`src/rtl/hazard_pkg.sv`:
```
// hazard_pkg: shared Tuse/Tnew encodings, MDU latency defaults and scoreboard helpers
package hazard_pkg;
  localparam logic [1:0] TUSE_D    = 2'd0;
  localparam logic [1:0] TUSE_E    = 2'd1;
  localparam logic [1:0] TUSE_M    = 2'd2;
  localparam logic [1:0] TUSE_NONE = 2'd3;
  localparam logic [1:0] TNEW_ALU  = 2'd1;
  localparam logic [1:0] TNEW_LOAD = 2'd2;
  localparam int MULT_CYCLES_DEFAULT = 5;
  localparam int DIV_CYCLES_DEFAULT  = 10;
  typedef struct packed {
    logic       we;
    logic [4:0] addr;
    logic [1:0] tnew;
  } sb_entry_t;
  // a producer blocks a consumer only if its result arrives after the consumer needs it
  function automatic logic sb_hit(input sb_entry_t e, input logic [4:0] ra, input logic [1:0] tu);
    return e.we && e.addr != 5'd0 && e.addr == ra && tu != TUSE_NONE && tu < e.tnew;
  endfunction
  // one stage older: result is one cycle closer, never below zero
  function automatic sb_entry_t sb_age(input sb_entry_t e);
    sb_entry_t r;
    r = e;
    r.tnew = (e.tnew != 2'd0) ? e.tnew - 2'd1 : 2'd0;
    return r;
  endfunction
endpackage

```
`src/rtl/md_busy_counter.sv`:
```
// md_busy_counter: counts down the HI/LO busy window of a multiply or divide
module md_busy_counter
  import hazard_pkg::*;
#(
  parameter int MULT_CYCLES = MULT_CYCLES_DEFAULT,
  parameter int DIV_CYCLES  = DIV_CYCLES_DEFAULT
) (
  input  logic clk,
  input  logic reset,
  input  logic i_load,
  input  logic i_div,
  output logic o_busy
);
  logic [3:0] r_cnt;
  // load the operation latency on an accepted start, otherwise drain to idle
  always_ff @(posedge clk or posedge reset)
    if (reset) r_cnt <= '0;
    else r_cnt <= i_load ? (i_div ? 4'(DIV_CYCLES) : 4'(MULT_CYCLES)) : r_cnt - 4'(r_cnt != 4'd0);
  assign o_busy = r_cnt != 4'd0;
endmodule

```
`src/rtl/stall_controller.sv`:
```
// stall_controller: Tnew/Tuse hazard stall unit; STALL_MDU_EN adds the HI/LO busy counter
// The W entry is never compared (its Tnew is always 0), so only E and M are stored.
module stall_controller
  import hazard_pkg::*;
#(
  parameter int MULT_CYCLES = MULT_CYCLES_DEFAULT,
  parameter int DIV_CYCLES  = DIV_CYCLES_DEFAULT
) (
  input  logic       clk,
  input  logic       reset,
  input  logic [4:0] RA1_D,
  input  logic [4:0] RA2_D,
  input  logic [1:0] Tuse_rs_D,
  input  logic [1:0] Tuse_rt_D,
  input  logic       WriteReg_D,
  input  logic [4:0] Waddr_D,
  input  logic [1:0] Tnew_D,
  input  logic       md_start_D,
  input  logic       md_div_D,
  input  logic       md_use_D,
  input  logic       flush,
  output logic       Stall,
  output logic       Clr_E,
  output logic       md_busy
);
  sb_entry_t r_e, r_m, w_d;
  logic w_stall_reg, w_stall_md, w_md_busy;
  assign w_d = '{we: WriteReg_D, addr: Waddr_D, tnew: Tnew_D};
  assign w_stall_reg = sb_hit(r_e, RA1_D, Tuse_rs_D) | sb_hit(r_e, RA2_D, Tuse_rt_D)
                     | sb_hit(r_m, RA1_D, Tuse_rs_D) | sb_hit(r_m, RA2_D, Tuse_rt_D);
  assign Stall   = w_stall_reg | w_stall_md;
  assign Clr_E   = Stall;
  assign md_busy = w_md_busy;
  // advance the producer scoreboard; a stall or flush puts a bubble into E
  always_ff @(posedge clk or posedge reset)
    if (reset) begin
      r_e <= '0;
      r_m <= '0;
    end else begin
      r_e <= (!Stall && !flush) ? w_d : '0;
      r_m <= sb_age(r_e);
    end
`ifdef STALL_MDU_EN
  md_busy_counter #(.MULT_CYCLES(MULT_CYCLES), .DIV_CYCLES(DIV_CYCLES)) u_md_busy_counter (
    .clk   (clk),
    .reset (reset),
    .i_load(md_start_D && !Stall && !flush),
    .i_div (md_div_D),
    .o_busy(w_md_busy)
  );
  assign w_stall_md = md_use_D && w_md_busy;
`else
  logic w_unused_md;
  assign w_unused_md = ^{md_start_D, md_div_D, md_use_D, 4'(MULT_CYCLES), 4'(DIV_CYCLES)};
  assign w_md_busy   = 1'b0;
  assign w_stall_md  = 1'b0;
`endif
endmodule

```
`config.mk`:
```
export PLATFORM = sky130hd
export DESIGN_NAME = stall_controller
export DESIGN_NICKNAME = d
export VERILOG_FILES = /design/src/rtl/hazard_pkg.sv /design/src/rtl/md_busy_counter.sv /design/src/rtl/stall_controller.sv
export SDC_FILE = /design/constraint.sdc
export NUM_CORES = 1
export LEC_CHECK = 0
export BUFFER_PORTS_ARGS = -buffer_cell sky130_fd_sc_hd__clkbuf_2
export CAP_MARGIN = 25
export CORE_MARGIN = 3
export CORE_UTILIZATION = 40
export DETAILED_ROUTE_END_ITERATION = 10
export GPL_TIMING_DRIVEN = 0
export PLACE_DENSITY = 0.71
export SLEW_MARGIN = 40
export SYNTH_ARGS = -nofsm -noshare
export SYNTH_HDL_FRONTEND = slang
export SYNTH_SLANG_ARGS = --single-unit
```
`constraint.sdc`:
```
create_clock -name clk -period 4.3 [get_ports clk]
set_input_delay 0.645 -clock clk [delete_from_list [all_inputs] [get_ports clk]]
set_output_delay 0.645 -clock clk [all_outputs]
set_load 0.01 [all_outputs]
```
## Word-level counts from Yosys, hierarchy flattened

Cells that the tools add are included.

- $add $sub $neg: 1
- Magnitude comparators: 4
- Equal/unequal tests: 6
- Multiplexer cells: 2
- Bitwise logic cells: 3
- Reductions and logical operators: 20

Operators with widths:

| cell | number |
|---|---|
| $eq A5 B5 Y1 | 4 |
| $logic_and A1 B1 Y1 | 15 |
| $reduce_bool A5 Y1 | 2 |
| $lt A2 B2 Y1 | 4 |
| $mux W8 | 1 |
| $ne A2 B2 Y1 const B | 2 |
| $or A1 B1 Y1 | 3 |
| $logic_not A1 Y1 | 2 |
| $mux W2 | 1 |
| $reduce_bool A2 Y1 | 1 |
| $sub A2 B1 Y2 const B | 1 |

- Register bits after elaboration: 16
- Output and inout port bits: 3
- Logic and storage cells: 42

## Depth between registers and ports, before layout

Gate-level depths: netlist of run 1.

- Depth in word-level cells: 11
- Gate-level depth with buffers: 8
- Depth with buffers taken out: 7

## Worst setup path before layout of run 1

No wires, ideal clock.

- Kind: in2out
- Start point: in Tuse_rt_D[1]
- End point: out Stall
- Arrival: 2.060 ns
- Data required time: 3.655 ns
- Setup slack: 1.595 ns
- Stages: 7
- Buffers on the path: 1
- Cell sequence: ha_1 -> nor2b_1 -> nor3_1 -> nand4_2 -> a21oi_4 -> or2_1 -> buf_4

- Word-level cells in the longest chain between the ends: 6

Ends and longest elaborated chain:

| element | RTL line | text |
|---|---|---|
| start, declared | stall_controller.sv:14 | `input logic [1:0] Tuse_rt_D,` |
| $ne A2 B2 Y1 | hazard_pkg.sv:18 | `return e.we && e.addr != 5'd0 && e.addr == ra && tu != TUSE_NONE && tu < e.tnew;` |
| $logic_and A1 B1 Y1 (2 in a row) | hazard_pkg.sv:18 |  |
| $or A1 B1 Y1 | stall_controller.sv:29 | `assign w_stall_reg = sb_hit(r_e, RA1_D, Tuse_rs_D) \| sb_hit(r_e, RA2_D, Tuse_rt_D)` |
| $or A1 B1 Y1 | stall_controller.sv:30 | `\| sb_hit(r_m, RA1_D, Tuse_rs_D) \| sb_hit(r_m, RA2_D, Tuse_rt_D);` |
| $or A1 B1 Y1 * | stall_controller.sv:30 |  |
| end, declared | stall_controller.sv:22 | `output logic Stall,` |

Every way passes the cells marked *; elsewhere a longest branch is shown, timed or not.

## Final worst setup path of run 1

Ends and elaborated chain as after synthesis.

==> flow_metrics.tcl, run 1 <==
set metrics [dict create \
    grt_pass1_vias 723 \
    grt_pass1_wl_um 3070 \
    cp_max_fo 9 \
    synth_cells 82 \
    status "finished, final reports clean" \
    cp-end-kind "output port" \
    dp_cells 135 \
    portBuffers 25 \
    ys_types 25 \
    power_switching_mw 0.0807 \
    seqPwrFrac 0.521 \
    synth_area_sq_um 990 \
    drtPass1Iterations 2 \
    start_util 0.435 \
    final_max_slew_viol_count 0 \
    crit_arrival_ns 2.36 \
    drive_above_1_share 0.414 \
    swShare 0.252 \
    fillers 210 \
    pin_count 31 \
    p_leak_nw 0.544 \
    clockBufferDepth 2 \
    fin_crit_ns 3.01 \
    crit_path_max_incr_delay_ns 0.39 \
    grtUsageMet1 0.170 \
    clock_power_share 0.298 \
    maxCapViolCount 0 \
    htreeDepth 1 \
    grt_antenna_before_repair 0 \
    crit_type "primary input to output port" \
    cts_tree "done" \
    drt_iter0_markers 7 \
    yosysWarnings 0 \
    holdBufCountCts 0 \
    dp_hpwl_um 1500 \
    post_cts_buffers 0 \
    tightestPinTransition_ns 0.550 \
    wl_um 1840 \
    period_share 0.699 \
    top_usage_layer "met2" \
    setup_viol 0 \
    core_sq_mm 0.00228 \
    cts.sinks 16 \
    pwr-share-comb 0.181 \
    vias 707 \
    layout.nets 144 \
    cts-buffers-inserted 3 \
    finalSetupTns_ns 0 \
    ir_worst_vdd_uv 187 \
    drc 0 \
    placement_rows 17 \
    cp_slowest_cell "a21oi_4" \
    diodes 0 \
    wire_per_inst_um 13.2 \
    slew_headroom 0.633 \
    globalRoute.totalOverflow 0 \
    crit_top_cell "clkbuf_2" \
    ys_seq_area_frac 0.405 \
    grt_use_met2 0.194 \
    rsz0062_at_grt "no" \
    area_growth_pct 19.8 \
    fp.dieW_um 55.7 \
    gp_congestion 0.799 \
    clock_skew_ns 0.00342 \
    antenna_left 0 \
    met3_usage 0.0209 \
    yosys_register_bits 16 \
    die-area_sq_mm 0.00311 \
    cp-start-kind "primary input" \
    cts-root-buf "clkbuf_4" \
    vias_per_cell 5.09 \
    synth_fp_nets 114 \
    fmax_mhz 332 \
    gr-usage-all-layers 0.126 \
    crit_required_ns 3.65 \
    path_clk_slew_ns 0.09 \
    clock_latency_ns 0.28 \
    instances_no_fill 139 \
    hold_violations 0 \
    cts_resized 0 \
    hp-class "primary input to async pin" \
    crit_path_cell_trace "clkbuf_2 -> ha_1 -> nor2b_1 -> nor3_1 -> nand4_2 -> a21oi_4 -> or2_1 -> buf_4 -> clkbuf_2" \
    avgSynthCellArea_sq_um 12.1 \
    grt_start_max_net_pins 17 \
    die_h_um 55.7 \
    p_int_mw 0.240 \
    p_per_area_mw_per_mm2 270 \
]
area by class of cell:
class / instances / area [sq um] / share of cell area
Multi-Input combinational cell: 59 / 556 / 0.468
Sequential cell: 16 / 400 / 0.338
Timing Repair Buffer: 25 / 125 / 0.105
Clock buffer: 4 / 36.3 / 0.0306
Tap cell: 28 / 35.0 / 0.0295
Buffer: 3 / 18.8 / 0.0158
Inverter: 4 / 15.0 / 0.0127
routing by layer:
metal	up-vias	share of wire
li1	351	-
met1	324	0.46
met2	27	0.44
met3	5	0.075
met4	0	0.023
met5	-	0
power by group through the flow:
stage | registers (mW) | clock network, mW | logic, mW
finish | 0.167 | 0.0956 | 0.0582
global route | 0.168 | 0.104 | 0.0655
CTS | 0.167 | 0.0986 | 0.0589
detailed placement | 0.170 | 0 | 0.0585
global placement | 0.170 | 0 | 0.0564
floorplan | 0.167 | 0 | 0.0388
stage by stage:
stage	hold slack [ns]	power, mW	utilization	instance area, sq um	setup WS, ns
2_1_floorplan	0.372	0.206	-	990	1.59
6_report	0.372	0.321	0.521	1190	1.29
3_3_place_gp	0.378	0.226	0.505	1150	1.33
3_5_place_dp	0.384	0.229	0.505	1150	1.29
5_1_grt	0.430	0.337	0.521	1190	1.21
4_1_cts	0.386	0.325	0.521	1190	1.28
critical path: cells and delay by family:
kind                       cells  cell delay (ns)
buffers and inverters          3             0.32
adders and majority gates      1             0.30
AOI/OAI and AO/OA              1             0.39
and+or+nand+nor                4             0.69
cell usage in the layout, fill, tap and decap left out, drive strengths merged, types with 3 or more instances in the layout:
master and count:
nor3 3, o21ai 5, buf 3, ha 4
a211oi 3, nor4b 8, inv 4, clkbuf 29
dfrtp 16, xor2 11, a21oi 3, xnor2 9
nand4 4
state kept, by name, summed over array words and instances (netlist names):
signal and count:
r_e 8, r_m 8
logic make-up (layout without fill, tap and decap cells):
group                    count (synthesis)  in the layout  synth area share
AND/OR/NAND/NOR                         23             23             0.229
XOR/XNOR                                20             20             0.177
flip-flops                              16             16             0.405
AO/OA/AOI/OAI                           11             11             0.101
buffers and inverters                    7             36            0.0341
adder cells (fa/ha/maj)                  4              4            0.0506
other                                    1              1           0.00379
final timing paths:
path / cells after the start / slack, ns / startpoint / to
setup / recovery: 9 / 1.29 / Tuse_rt_D[1] / Stall
hold / removal: 2 / 0.37 / reset / r_e[1]
setup reg to reg: 7 / 2.48 / r_m[1] / r_e[5]
hold reg to reg: 0 / 0.40 / r_e[7] / r_m[7]
max in group asynchronous: 2 / 3.56 / reset / r_m[4]
min in group clk: 0 / 0.40 / r_e[7] / r_m[7]
synthesized netlist by cell type:
master / n / area share
inv_1: 4 / 0.015
ha_1: 4 / 0.051
or2_1: 1 / 0.0063
conb_1: 1 / 0.0038
o21ai_2: 1 / 0.0089
nor2_1: 2 / 0.0076
nor2b_1: 1 / 0.0063
a21oi_1: 1 / 0.0051
dfrtp_1: 16 / 0.40
nand4_1: 2 / 0.013
buf_1: 1 / 0.0038
a211oi_1: 3 / 0.023
nand4b_1: 1 / 0.0089
or4_1: 1 / 0.0076
o21ai_0: 3 / 0.015
a21oi_4: 2 / 0.033
o21ai_4: 1 / 0.016
or4_4: 1 / 0.011
buf_4: 2 / 0.015
nor3_1: 3 / 0.015
nand4_2: 2 / 0.025
nor4b_2: 8 / 0.12
xnor2_1: 9 / 0.080
xor2_1: 11 / 0.097
nand2b_1: 1 / 0.0063
Note: power is estimated with default switching activity, not from simulation.
==> run 2, diff against run 1 <==
PLACE_DENSITY = 0.74   (was 0.71)
clock period = 2.5 ns   (was 4.3 ns; I/O delays follow)
==> run 2 against run 1 <==
Net effect: final cell count is 0.72% higher; critical path depth decreased by 1; non-clock buffer count increased by 2; design area rose by 0.53%; sequential share of layout area fell by 0.18 points.
==> flow_metrics.tcl, run 2 (same netlist as run 1, synthesis figures left out) <==
set metrics [dict create \
    htreeDepth 1 \
    die_h_um 55.7 \
    clock_latency_ns 0.27 \
    drive_above_1_share 0.429 \
    gr-usage-all-layers 0.133 \
    period_share 0.930 \
    dp_cells 135 \
    drc 0 \
    rsz0062_at_grt "no" \
    fin_crit_ns 2.33 \
    power_switching_mw 0.131 \
    reg2reg_slack_ns 0.76 \
    cts_tree "done" \
    finalSetupTns_ns 0 \
    layout.nets 146 \
    cts-buffers-inserted 3 \
    clock_power_share 0.240 \
    r2r-start "r_m[1]" \
    wl_um 1910 \
    seqPwrFrac 0.561 \
    wire_per_inst_um 13.6 \
    p_leak_nw 0.549 \
    rr_worst_depth 7 \
    fmax_mhz 430 \
    layout_commonest_cell "clkbuf_2" \
    hold_violations 0 \
    crit_required_ns 2.12 \
    grt_pass1_wl_um 3240 \
    instances_no_fill 140 \
    grt_antenna_before_repair 0 \
    fin_ws_ns 0.175 \
    p_per_area_mw_per_mm2 429 \
    area_growth_pct 20.5 \
    final_max_slew_viol_count 0 \
    swShare 0.256 \
    status "finished, final reports clean" \
    portBuffers 25 \
    vias 702 \
    setup_viol 0 \
    tightestPinTransition_ns 0.570 \
    antenna_left 0 \
    totalPowerFinal_mw 0.512 \
    die-area_sq_mm 0.00311 \
    core_sq_mm 0.00228 \
    ir_worst_vdd_uv 297 \
    clockBufferDepth 2 \
    pin_count 31 \
    place_ws_ns 0.0322 \
    drt_iter0_markers 5 \
    fp.dieW_um 55.7 \
    cts.sinks 16 \
    drtPass1Iterations 2 \
    p_int_mw 0.381 \
    hp-class "primary input to async pin" \
    crit_type "flop to output port" \
    crit_path_max_incr_delay_ns 0.36 \
    crit_arrival_ns 1.95 \
    start_util 0.435 \
    placement_rows 17 \
    cp_max_fo 2 \
    cp-start-kind "flop" \
    path_clk_slew_ns 0.08 \
    maxCapViolCount 0 \
    hold_ws_ns 0.126 \
    dp_hpwl_um 1580 \
    grt_pass1_vias 770 \
    reg_top3 "r_e x8, r_m x8" \
    diodes 0 \
    cp_slowest_cell "dfrtp_1" \
    gp_congestion 0.799 \
    grt_start_max_net_pins 17 \
    globalRoute.totalOverflow 0 \
    timing.rr.end "r_e[6]" \
    crit_path_cell_trace "inv_1 -> ha_1 -> a211oi_1 -> nand4_2 -> a21oi_4 -> or2_1 -> buf_4 -> clkbuf_2" \
    cts-root-buf "clkbuf_4" \
    mostFrequentLayoutCells "clkbuf_2, dfrtp_1, xor2_1" \
    vias_per_cell 5.01 \
    clock_skew_ns 0.00230 \
    pwr-share-comb 0.199 \
    cp-end-kind "output port" \
    slew_headroom 0.619 \
]
## run 2: changes by cell type in the layout (fill, tap and decap cells not counted), sizes merged
cell / previous run / this run
buf: 3 / 5
clkbuf: 29 / 28
## run 2: worst max-delay path by stage
stage               slack, ns         start  endpoint  cells past startpoint
detailed placement       0.03  Tuse_rt_D[1]     Stall                      9
CTS                      0.12        r_m[1]     Stall                      8
global route             0.05        r_m[1]     Stall                      9
floorplan                0.33  Tuse_rt_D[1]     Stall                      7
finish                   0.17        r_m[1]     Stall                      8
global placement         0.07  Tuse_rt_D[1]     Stall                      9
## run 2: through the flow
step                cell area, sq um   util
floorplan                        990      -
global placement                1150  0.505
detailed placement              1150  0.505
CTS                             1190  0.522
global route                    1190  0.524
finish                          1190  0.524
## run 2: cell type report
| type | count | area, sq um |
|---|---|---|
| fill | 220 | 1080 |
| multi-input combinational | 59 | 561 |
| sequential | 16 | 400 |
| timing repair buffer | 27 | 140 |
| tap | 28 | 35.0 |
| clock buffer | 3 | 22.5 |
| buffer | 3 | 18.8 |
| inverter | 4 | 15.0 |
## run 2: worst max-delay path, delay by kind of cell (launching register included)
| family | cells | cell delay (ns) |
|---|---|---|
| buffers and inverters | 3 | 0.29 |
| adder cells (fa/ha/maj) | 1 | 0.23 |
| AO/OA/AOI/OAI | 2 | 0.48 |
| flip-flops | 1 | 0.36 |
| AND/OR/NAND/NOR | 2 | 0.31 |
## run 2: per-layer routing
metal | wire, um | track usage | up-vias
met5 | 0 | 0 | -
met4 | 12 | 0.0625 | 0
met3 | 144 | 0.0255 | 2
met2 | 931 | 0.216 | 24
met1 | 820 | 0.169 | 327
li1 | - | - | 349
## run 2: power by group through the flow
stage                     Sequential [mW]  Combinational, mW  Clock (mW)
after detailed placement            0.292              0.102           0
final                               0.287              0.102       0.123
after CTS                           0.287              0.103       0.129
after global placement              0.292             0.0971           0
after global routing                0.289              0.115       0.138
after floorplan                     0.288             0.0667           0
## run 2: timing repair
action	4_1_cts	5_1_grt
buffers inserted	2	0
pin swaps	2	0
hold buffers	0	0
resized for setup	0	1
endpoints found under the setup margin	2	1
==> run 3, diff against run 2 <==
CORE_UTILIZATION = 26   (was 40)
PLACE_DENSITY = 0.54   (was 0.74)
==> run 3 against run 2 <==
Net effect: first-iteration DRC count rose to 6.0 times the previous value; sequential share of layout area decreased by 1.5 points; non-clock buffer count grew 1; via count fell by 2.4%; worst setup slack got worse by 0.016 ns; sequential cell count did not move; clock skew barely moved; maximum frequency decreased by 0.69%; worst hold slack improved by 0.031 ns; combinational power hardly changed; final cell count increased by 14%; critical path type unchanged.
==> flow_metrics.tcl, run 3 (same netlist as run 1, synthesis figures left out) <==
set metrics [dict create \
    totalPowerFinal_mw 0.607 \
    vias_per_cell 4.28 \
    antenna_left 0 \
    status "finished, final reports clean" \
    cp-start-kind "flop" \
    drive_above_1_share 0.430 \
    fin_crit_ns 2.34 \
    die-area_sq_mm 0.00458 \
    htreeDepth 1 \
    start_util 0.283 \
    reg_top3 "r_e x8, r_m x8" \
    finalSetupTns_ns 0 \
    grt_pass1_vias 737 \
    clockBufferDepth 2 \
    seqPwrFrac 0.474 \
    die_h_um 67.7 \
    p_int_mw 0.464 \
    portBuffers 25 \
    cts.sinks 16 \
    gr-usage-all-layers 0.0941 \
    cts_tree "done" \
    wire_per_inst_um 12.0 \
    grt_pass1_wl_um 3150 \
    ir_worst_vdd_uv 226 \
    holdBufCountCts 0 \
    p_leak_nw 0.568 \
    crit_type "flop to output port" \
    rr_worst_depth 8 \
    cts-buffers-inserted 3 \
    hold_violations 0 \
    swShare 0.235 \
    placement_rows 21 \
    hp-class "primary input to async pin" \
    cp_max_fo 2 \
    drc 0 \
    p_per_area_mw_per_mm2 486 \
    period_share 0.937 \
    mostFrequentLayoutCells "clkbuf_2, dfrtp_1, xor2_1" \
    wl_um 1920 \
    maxCapViolCount 0 \
    grt_antenna_before_repair 0 \
    crit_arrival_ns 1.97 \
    globalRoute.totalOverflow 0 \
    timing.rr.end "r_e[1]" \
    grt_start_max_net_pins 17 \
    layout_commonest_cell "clkbuf_2" \
    clock_latency_ns 0.24 \
    reg2reg_slack_ns 0.73 \
    path_clk_slew_ns 0.06 \
    pwr-share-comb 0.164 \
    diodes 0 \
    rsz0062_at_grt "no" \
    setup_viol 0 \
    cts-root-buf "clkbuf_8" \
    clock_skew_ns 0.00222 \
    crit_required_ns 2.12 \
    core_sq_mm 0.00349 \
    drtPass1Iterations 2 \
    fmax_mhz 427 \
    area_growth_pct 26.3 \
    power_switching_mw 0.143 \
    clock_power_share 0.362 \
    gp_congestion 0.805 \
    cts_resized 0 \
    slew_headroom 0.622 \
    dpl_cell_area_sq_mm 0.00117 \
    drt_iter0_markers 30 \
    layout.nets 147 \
    final_cell_area_sq_mm 0.00125 \
    tightestPinTransition_ns 0.566 \
    cp-end-kind "output port" \
    fp.dieW_um 67.7 \
    final_max_slew_viol_count 0 \
    vias 685 \
    pin_count 31 \
    dp_hpwl_um 1630 \
    r2r-start "r_m[1]" \
]
==> run 3: cell types whose count changed in the layout (fill, tap and decap cells not counted) <==
cell      before  now
nor3_2         1    0
clkbuf_4       3    0
nor3_1         2    3
clkbuf_8       0    4
buf_4          4    5
==> run 3: worst max path at each step <==
stage | startpoint | to | slack [ns] | cells past startpoint
floorplan | Tuse_rt_D[1] | Stall | 0.33 | 7
CTS | r_e[2] | Stall | 0.002 | 7
global route | r_m[1] | Stall | 0.01 | 9
finish | r_m[1] | Stall | 0.16 | 9
detailed placement | Tuse_rt_D[1] | Stall | 0.05 | 9
global placement | Tuse_rt_D[1] | Stall | 0.06 | 9
==> run 3: metrics by stage <==
step           worst slack, ns  hold WS, ns  cells  utilization
2_1_floorplan            0.335        0.289     82            -
3_3_place_gp            0.0623        0.379    153        0.335
3_5_place_dp            0.0460        0.382    153        0.335
4_1_cts                0.00156        0.178    158        0.353
5_1_grt                 0.0145        0.209    160        0.358
6_report                 0.159        0.157    160        0.358
==> run 3: what timing repair did <==
action | in CTS | in global routing
buffers inserted | 1 | 2
setup endpoints to repair | 2 | 2
pin swaps | 1 | 1
endpoints found under the hold margin | 0 | 0
==> run 3: area by class of cell <==
type,count,area [sq um]
timing repair buffer,28,148
multi-input combinational,59,556
inverter,4,15.0
tap,46,57.6
sequential,16,400
clock buffer,4,55.1
buffer,3,18.8
fill,360,2240
==> run 3: worst max-delay path, cell delays in order, from the launching register on <==
cell	delay [ns]
dfrtp_1	0.36
inv_1	0.08
ha_1	0.23
nor2b_1	0.13
nor3_1	0.24
nand4_2	0.16
a21oi_4	0.17
or2_1	0.14
buf_4	0.10
clkbuf_2	0.11
==> run 3: metal layers <==
metal / wire length, um / track usage / share of wire
met1: 861 / 0.120 / 0.45
met2: 928 / 0.153 / 0.48
met3: 104 / 0.0150 / 0.054
met4: 27 / 0.0456 / 0.014
met5: 0 / 0 / 0
==> run 3: power by group through the flow <==
stage / registers (mW) / logic [mW] / clock network (mW)
floorplan: 0.288 / 0.0667 / 0
global placement: 0.293 / 0.0986 / 0
detailed placement: 0.293 / 0.101 / 0
CTS: 0.288 / 0.102 / 0.230
global route: 0.291 / 0.113 / 0.238
finish: 0.288 / 0.0993 / 0.220
